$ cat config.mk
export PLATFORM = sky130hd
export DESIGN_NAME = kws_simd_mac_pipe
export DESIGN_NICKNAME = d
export VERILOG_FILES = /design/src/rtl/kws_simd_mac_pkg.sv /design/src/rtl/kws_simd_dot_stage.sv /design/src/rtl/kws_simd_mac_pipe.sv
export SDC_FILE = /design/constraint.sdc
export NUM_CORES = 1
export LEC_CHECK = 0
export BUFFER_PORTS_ARGS = -buffer_cell sky130_fd_sc_hd__buf_2
export CORE_MARGIN = 2
export CORE_UTILIZATION = 60
export DETAILED_ROUTE_END_ITERATION = 7
export PLACE_DENSITY = 0.78
export SYNTH_ARGS = -nofsm -noshare
export SYNTH_HDL_FRONTEND = slang
export SYNTH_SLANG_ARGS = --single-unit
$ cat constraint.sdc
create_clock -name clk -period 8.65 [get_ports clk]
set_input_delay 1.73 -clock clk [delete_from_list [all_inputs] [get_ports clk]]
set_output_delay 1.73 -clock clk [all_outputs]
set_load 0.02 [all_outputs]
$ cat src/rtl/kws_simd_mac_pkg.sv
// Shared opcodes, FSM states and arithmetic widths for the KWS SIMD MAC pipeline.
package kws_simd_mac_pkg;

  localparam int ELEM_W = 8;
  localparam int OFF_W  = 9;
  localparam int PROD_W = 17;

  typedef enum logic [2:0] {
    OP_MAC     = 3'd0,
    OP_MAC1    = 3'd1,
    OP_SETOFF  = 3'd2,
    OP_READ    = 3'd3,
    OP_CLEAR   = 3'd4,
    OP_READCLR = 3'd5,
    OP_NOP6    = 3'd6,
    OP_NOP7    = 3'd7
  } op_e;

  typedef enum logic [1:0] {
    IDLE = 2'd0,
    EXEC = 2'd1,
    RESP = 2'd2
  } state_e;

  // Every doubling of the lane count adds one carry bit to the reduction.
  function automatic int lane_sum_w(input int lanes);
    return PROD_W + $clog2(lanes);
  endfunction

endpackage

$ cat src/rtl/kws_simd_dot_stage.sv
// Registered offset-adjust and multiply across LANES int8 lanes; the registered
// products are reduced combinationally into a signed lane sum.
module kws_simd_dot_stage
  import kws_simd_mac_pkg::*;
#(
  parameter int LANES = 4,
  localparam int SUM_W = lane_sum_w(LANES)
) (
  input  logic                    clk,
  input  logic                    reset,
  input  logic                    en_i,
  input  logic                    lane0_only_i,
  input  logic [31:0]             in0_i,
  input  logic [31:0]             in1_i,
  input  logic [OFF_W-1:0]        offset_i,
  output logic signed [SUM_W-1:0] sum_o
);

  logic signed [OFF_W-1:0]  adj_s  [LANES];
  logic signed [ELEM_W-1:0] wt_s   [LANES];
  logic signed [PROD_W-1:0] prod_d [LANES];
  logic signed [PROD_W-1:0] prod_q [LANES];
  logic signed [SUM_W-1:0]  sum_s;
  logic                     unused_s;

  assign unused_s = ^{in0_i, in1_i};

  // The offset-adjusted activation deliberately wraps to 9 bits.
  always_comb begin
    for (int i = 0; i < LANES; i++) begin
      adj_s[i]  = {in0_i[ELEM_W*i + ELEM_W - 1], in0_i[ELEM_W*i +: ELEM_W]} + offset_i;
      wt_s[i]   = in1_i[ELEM_W*i +: ELEM_W];
      prod_d[i] = (lane0_only_i && (i != 0)) ? '0
                : PROD_W'(adj_s[i]) * PROD_W'(wt_s[i]);
    end
  end

  always_ff @(posedge clk) begin
    if (reset) begin
      for (int i = 0; i < LANES; i++) prod_q[i] <= '0;
    end else if (en_i) begin
      for (int i = 0; i < LANES; i++) prod_q[i] <= prod_d[i];
    end
  end

  always_comb begin
    sum_s = '0;
    for (int i = 0; i < LANES; i++) sum_s = sum_s + SUM_W'(prod_q[i]);
  end

  assign sum_o = sum_s;

endmodule

$ cat src/rtl/kws_simd_mac_pipe.sv
// Pipelined KWS SIMD MAC CFU: FSM, input-offset register and accumulator bank.
// Define KWS_SIMD_MAC_SATURATE_EN for saturating accumulation with sticky overflow flags.
module kws_simd_mac_pipe
  import kws_simd_mac_pkg::*;
#(
  parameter int LANES      = 4,
  parameter int NUM_ACC    = 4,
  parameter int ACC_W      = 32,
  parameter int OFFSET_RST = 128
) (
  input  logic        clk,
  input  logic        reset,
  input  logic [9:0]  cmd_payload_function_id,
  input  logic [31:0] cmd_payload_inputs_0,
  input  logic [31:0] cmd_payload_inputs_1,
  input  logic        cmd_valid,
  output logic        cmd_ready,
  output logic        rsp_valid,
  input  logic        rsp_ready,
  output logic        rsp_payload_response_ok,
  output logic [31:0] rsp_payload_outputs_0
);

  localparam int SEL_W  = (NUM_ACC > 1) ? $clog2(NUM_ACC) : 1;
  localparam int SUM_W  = lane_sum_w(LANES);
  localparam int WIDE_W = 34;
  localparam logic signed [WIDE_W-1:0] ACC_MAX_W = (WIDE_W'(1) << (ACC_W - 1)) - WIDE_W'(1);
  localparam logic signed [WIDE_W-1:0] ACC_MIN_W = ~ACC_MAX_W;

  state_e               state_q;
  op_e                  op_q;
  logic [SEL_W-1:0]     sel_q;
  logic [OFF_W-1:0]     off_in_q;
  logic [OFF_W-1:0]     offset_q;
  logic [ACC_W-1:0]     acc_q [NUM_ACC];
  logic                 cmd_ready_q;
  logic                 rsp_valid_q;
  logic [31:0]          rsp_data_q;
`ifdef KWS_SIMD_MAC_SATURATE_EN
  logic [NUM_ACC-1:0]   flag_q;
`endif

  logic [SEL_W-1:0]         sel_s;
  logic                     issue_s;
  logic signed [SUM_W-1:0]  sum_s;
  logic [ACC_W-1:0]         acc_cur_s;
  logic signed [WIDE_W-1:0] acc_wide_s;
  logic signed [WIDE_W-1:0] sum_wide_s;
  logic signed [WIDE_W-1:0] acc_sum_s;
  logic [ACC_W-1:0]         acc_mac_d;
  logic                     sat_s;
  logic [31:0]              mac_rsp_s;
  logic [31:0]              rd_rsp_s;
  logic                     unused_s;

  assign unused_s = ^cmd_payload_function_id[9:3];
  assign sel_s    = (NUM_ACC > 1) ? cmd_payload_function_id[3 +: SEL_W] : '0;
  assign issue_s  = (state_q == IDLE) && cmd_valid;

  kws_simd_dot_stage #(.LANES(LANES)) u_dot (
    .clk          (clk),
    .reset        (reset),
    .en_i         (issue_s),
    .lane0_only_i (cmd_payload_function_id[2:0] == OP_MAC1),
    .in0_i        (cmd_payload_inputs_0),
    .in1_i        (cmd_payload_inputs_1),
    .offset_i     (offset_q),
    .sum_o        (sum_s)
  );

  // Accumulate in a wide domain so both wrap and saturation fall out of one adder.
  always_comb begin
    acc_cur_s                = acc_q[sel_q];
    acc_wide_s               = {WIDE_W{acc_cur_s[ACC_W-1]}};
    acc_wide_s[ACC_W-1:0]    = acc_cur_s;
    sum_wide_s               = {WIDE_W{sum_s[SUM_W-1]}};
    sum_wide_s[SUM_W-1:0]    = sum_s;
    acc_sum_s                = acc_wide_s + sum_wide_s;
    acc_mac_d                = acc_sum_s[ACC_W-1:0];
    sat_s                    = 1'b0;
`ifdef KWS_SIMD_MAC_SATURATE_EN
    if (acc_sum_s > ACC_MAX_W) begin
      acc_mac_d = ACC_MAX_W[ACC_W-1:0];
      sat_s     = 1'b1;
    end else if (acc_sum_s < ACC_MIN_W) begin
      acc_mac_d = ACC_MIN_W[ACC_W-1:0];
      sat_s     = 1'b1;
    end else begin
      acc_mac_d = acc_sum_s[ACC_W-1:0];
    end
`endif
    mac_rsp_s                = {32{acc_mac_d[ACC_W-1]}};
    mac_rsp_s[ACC_W-1:0]     = acc_mac_d;
    rd_rsp_s                 = {32{acc_cur_s[ACC_W-1]}};
    rd_rsp_s[ACC_W-1:0]      = acc_cur_s;
`ifdef KWS_SIMD_MAC_SATURATE_EN
    rd_rsp_s[31]             = (ACC_W < 32) ? flag_q[sel_q] : acc_cur_s[ACC_W-1];
`endif
  end

  // Command FSM; the accumulator bank and offset register only change in EXEC.
  always_ff @(posedge clk) begin
    if (reset) begin
      state_q     <= IDLE;
      op_q        <= OP_NOP6;
      sel_q       <= '0;
      off_in_q    <= '0;
      offset_q    <= OFF_W'(OFFSET_RST);
      cmd_ready_q <= 1'b1;
      rsp_valid_q <= 1'b0;
      rsp_data_q  <= 32'd0;
      for (int i = 0; i < NUM_ACC; i++) acc_q[i] <= '0;
`ifdef KWS_SIMD_MAC_SATURATE_EN
      flag_q      <= '0;
`endif
    end else begin
      case (state_q)
        IDLE: begin
          if (cmd_valid) begin
            op_q        <= op_e'(cmd_payload_function_id[2:0]);
            sel_q       <= sel_s;
            off_in_q    <= cmd_payload_inputs_0[OFF_W-1:0];
            cmd_ready_q <= 1'b0;
            state_q     <= EXEC;
          end
        end
        EXEC: begin
          rsp_valid_q <= 1'b1;
          state_q     <= RESP;
          case (op_q)
            OP_MAC, OP_MAC1: begin
              acc_q[sel_q] <= acc_mac_d;
              rsp_data_q   <= mac_rsp_s;
`ifdef KWS_SIMD_MAC_SATURATE_EN
              flag_q[sel_q] <= flag_q[sel_q] | sat_s;
`endif
            end
            OP_SETOFF: begin
              offset_q   <= off_in_q;
              rsp_data_q <= {{23{offset_q[OFF_W-1]}}, offset_q};
            end
            OP_READ: rsp_data_q <= rd_rsp_s;
            OP_CLEAR, OP_READCLR: begin
              acc_q[sel_q] <= '0;
              rsp_data_q   <= (op_q == OP_READCLR) ? rd_rsp_s : 32'd0;
`ifdef KWS_SIMD_MAC_SATURATE_EN
              flag_q[sel_q] <= 1'b0;
`endif
            end
            default: rsp_data_q <= 32'd0;
          endcase
        end
        RESP: begin
          if (rsp_ready) begin
            rsp_valid_q <= 1'b0;
            cmd_ready_q <= 1'b1;
            state_q     <= IDLE;
          end
        end
        default: begin
          rsp_valid_q <= 1'b0;
          cmd_ready_q <= 1'b1;
          state_q     <= IDLE;
        end
      endcase
    end
  end

  assign cmd_ready               = cmd_ready_q;
  assign rsp_valid               = rsp_valid_q;
  assign rsp_payload_outputs_0   = rsp_data_q;
  assign rsp_payload_response_ok = 1'b1;

endmodule

==> summary.txt <==
Floorplan
  • IO Count: 113
  • Die width: 214 µm
  • Die Height: 214 µm
  • Core footprint: 43300 µm²
  • Die Footprint: 45800 µm²
  • Num rows: 76
  • Initial core utilization: 0.611

Worst setup path
  • R2R depth: 25
  • CP max-delay cell: xnor2_1
  • Worst R2R Setup Slack: 1.41 ns
  • Reg-to-reg critical path startpoint: offset_q[1]
  • Crit Reg-Reg Endpoint: u_dot.prod_q[1][16]
  • CP Buf/Inv Count: 5
  • Worst Path Arrival: 7.81 ns
  • CP endpoint kind: flop
  • CP top delay family: adder cells
  • Critical Path RT: 8.97 ns
  • Crit Path Class: in2reg
  • Crit start category: primary input
  • Critical Path Fanout Max: 8
  • Most Frequent Cell on Critical Path: fa_1
  • Worst path max stage delay: 0.57 ns

Drt
  • Post-DR wirelength/cell: 18.6 µm
  • Vias per cell: 5.56
  • Post-route ant nets: 0
  • Router iterations before antenna repair: 5
  • Vias: 18.8k
  • Starting DRT DRC Count: 1430
  • DRC: 0
  • Drt total wl: 62900 µm

GRT
  • Gr usage total: 0.284
  • Initial antenna violation count: 1
  • Total grt overflow: 0
  • Vias in the first global route: 20.1k
  • Largest net degree at the start of global routing: 64
  • First-pass GRT wire length: 103000 µm

Min path
  • Hold Path End: offset_q[0]
  • Hold Path Depth: 2
  • Hold Crit Class: reg2reg
  • Hold Startpoint: off_in_q[0]

Layout
  • Util after Layout: 0.657
  • Layout cells sized above 1: 0.0825
  • Design area: 28400 µm²
  • Storage element area: 7110 µm²
  • Nets@finish: 3384
  • Multi-input gate area: 16800 µm²
  • Area grow syn2layout: 7.56%
  • Filler cell count: 3377

Clock tree
  • H-tree depth: 1
  • Post-CTS Setup Bufs: 0
  • CTS Sinks: 257
  • Bufs on Longest Clock Path: 3
  • CTS tree: done
  • CTS resizes: 0
  • Clock Latency Late Sink: 0.58 ns
  • Worst-path clk slew: 0.07 ns
  • Root buf cell: clkbuf_16
  • Cts bufs inserted: 27
  • # hold bufs at CTS: 0

Timing
  • RSZ-0062 raised after global routing: no
  • Max Fclk: 133 MHz
  • Fin Setup TNS: 0 ns
  • Final worst slack: 1.16 ns
  • Final min period: 7.49 ns
  • Worst Skew: 0.0321 ns
  • Worst slew margin: 0.258
  • Final period util: 0.866
  • Final setup viols: 0
  • Final Hold Vio Count: 0
  • Slew Limit Fails: 0
  • Worst Tran Pin Value: 1.11 ns

Yosys
  • Top-count cell post-synth: inv_1
  • Top cell type's share of synthesized area: 0.257
  • Seq/Total Area, Yosys: 0.269
  • Post-synth ARST share: 0
  • FF+latch count, synth: 257
  • Synth Net Count: 3306
  • Cells after Synth: 2700
  • Syn_area_per_cell: 9.79 µm²
  • Syn Std Cell Area: 26400 µm²
  • Synth area leader: fa_1
  • Synth Flop Type: edfxtp_1
  • Number of unique standard cell types used by synthesis: 72
  • Post-synth top cells: inv_1, fa_1, nor2_1
  • Synth Warn #: 0
  • Largest cells by area after synthesis: fa_1, edfxtp_1, ha_1
  • EDFF count, synth: 196

Place
  • Detailed Place HPWL: 49000 µm
  • Pre-CTS setup slack: 0.590 ns
  • Cell Area, Placed: 27600 µm²
  • RD Place Congestion: 0.906
  • PortBufs: 106

Job
  • Max-cap violations: 0

Status
  • Status: complete, no violations
## logic make-up after synthesis
group / count (synthesis) / share of synthesized area
AND/OR/NAND/NOR: 734 / 0.132
buffers and inverters: 684 / 0.0976
adder cells (fa/ha/maj): 528 / 0.346
AO/OA/AOI/OAI: 327 / 0.0816
flip-flops: 257 / 0.269
XOR/XNOR: 132 / 0.0440
multiplexers: 37 / 0.0293
other: 1 / 0.000142
## cell usage in the layout (no fill, tap or decap), types with 8 or more instances in the layout
master and n:
ha_1 188, xor2_1 42, a21o_1 21, o21ai_0 46
dfxtp_1 60, a21oi_1 127, and3_1 16, o21a_1 11
a22o_1 11, nor2b_1 30, a221oi_1 10, nand3_1 16
nor3_1 36, nor2_1 235, nand2_1 185, clkbuf_16 27
o21bai_1 16, buf_2 106, nand2b_1 31, edfxtp_1 196
xnor2_1 89, a22oi_1 12, inv_1 604, and2_1 157
fa_1 340, buf_4 21, clkbuf_1 8, or2_2 9
a221o_1 8, mux4_2 32
## per-layer routing
metal | track usage | up-vias | part of all wire
li1 | - | 8677 | -
met1 | 0.366 | 9323 | 0.40
met2 | 0.488 | 680 | 0.49
met3 | 0.0425 | 153 | 0.070
met4 | 0.104 | 0 | 0.040
met5 | 0 | - | 0
## state kept, by name (all words and copies together) (netlist names), named ones only
| register | cells |
|---|---|
| u_dot.prod_q | 68 |
| state_q | 2 |
| cmd_ready | 1 |
| offset_q | 9 |
| rsp_valid | 1 |
| sel_q | 2 |
| rsp_payload_outputs_0 | 32 |
| off_in_q | 9 |
| acc_q | 128 |
| op_q | 3 |
## worst max path at each step
stage / from / endpoint / slack, ns / cells past startpoint
3_5_place_dp: cmd_payload_inputs_0[8] / u_dot.prod_q[1][16] / 0.59 / 27
3_3_place_gp: cmd_payload_inputs_0[8] / u_dot.prod_q[1][16] / 0.73 / 27
5_1_grt: cmd_payload_inputs_0[8] / u_dot.prod_q[1][16] / 0.64 / 27
2_1_floorplan: cmd_payload_inputs_0[8] / u_dot.prod_q[1][16] / 1.45 / 26
4_1_cts: cmd_payload_inputs_0[8] / u_dot.prod_q[1][16] / 1.14 / 27
6_report: cmd_payload_inputs_0[8] / u_dot.prod_q[1][16] / 1.16 / 27
## area by class of cell
class	instances	area share
flip-flops and latches	257	0.250
clock inverters	9	0.00308
well taps	585	0.0257
clock buffers	41	0.0277
repair buffers	127	0.0242
inverters	606	0.0800
multi-input cells	1759	0.589
diodes	1	0.0000880
## per-stage QoR
step	hold slack (ns)	cells
after floorplan	0.425	2700
after global placement	0.434	3334
after detailed placement	0.448	3334
after CTS	0.457	3384
after global routing	0.474	3384
final	0.457	3385
## worst reg2reg max path, cell delays in order, from the launching register on
cell	delay (ns)
dfxtp_1	0.77
inv_1	0.38
fa_1	0.52
nor2b_1	0.12
o21ai_0	0.11
a21boi_1	0.19
o21ai_0	0.10
nand2b_1	0.12
a21o_1	0.13
a21oi_1	0.07
xnor2_1	0.57
nand2_1	0.29
fa_1	0.55
inv_1	0.06
fa_1	0.49
fa_1	0.52
inv_1	0.05
fa_1	0.47
inv_1	0.04
ha_1	0.34
a21oi_1	0.15
nand2_1	0.10
a41o_1	0.27
o41ai_1	0.37
xnor2_1	0.18
nor2_1	0.05
Power is left out: the tool's default activity adds up to more than one toggle a clock period on the data nets, which glitch-free logic cannot reach.
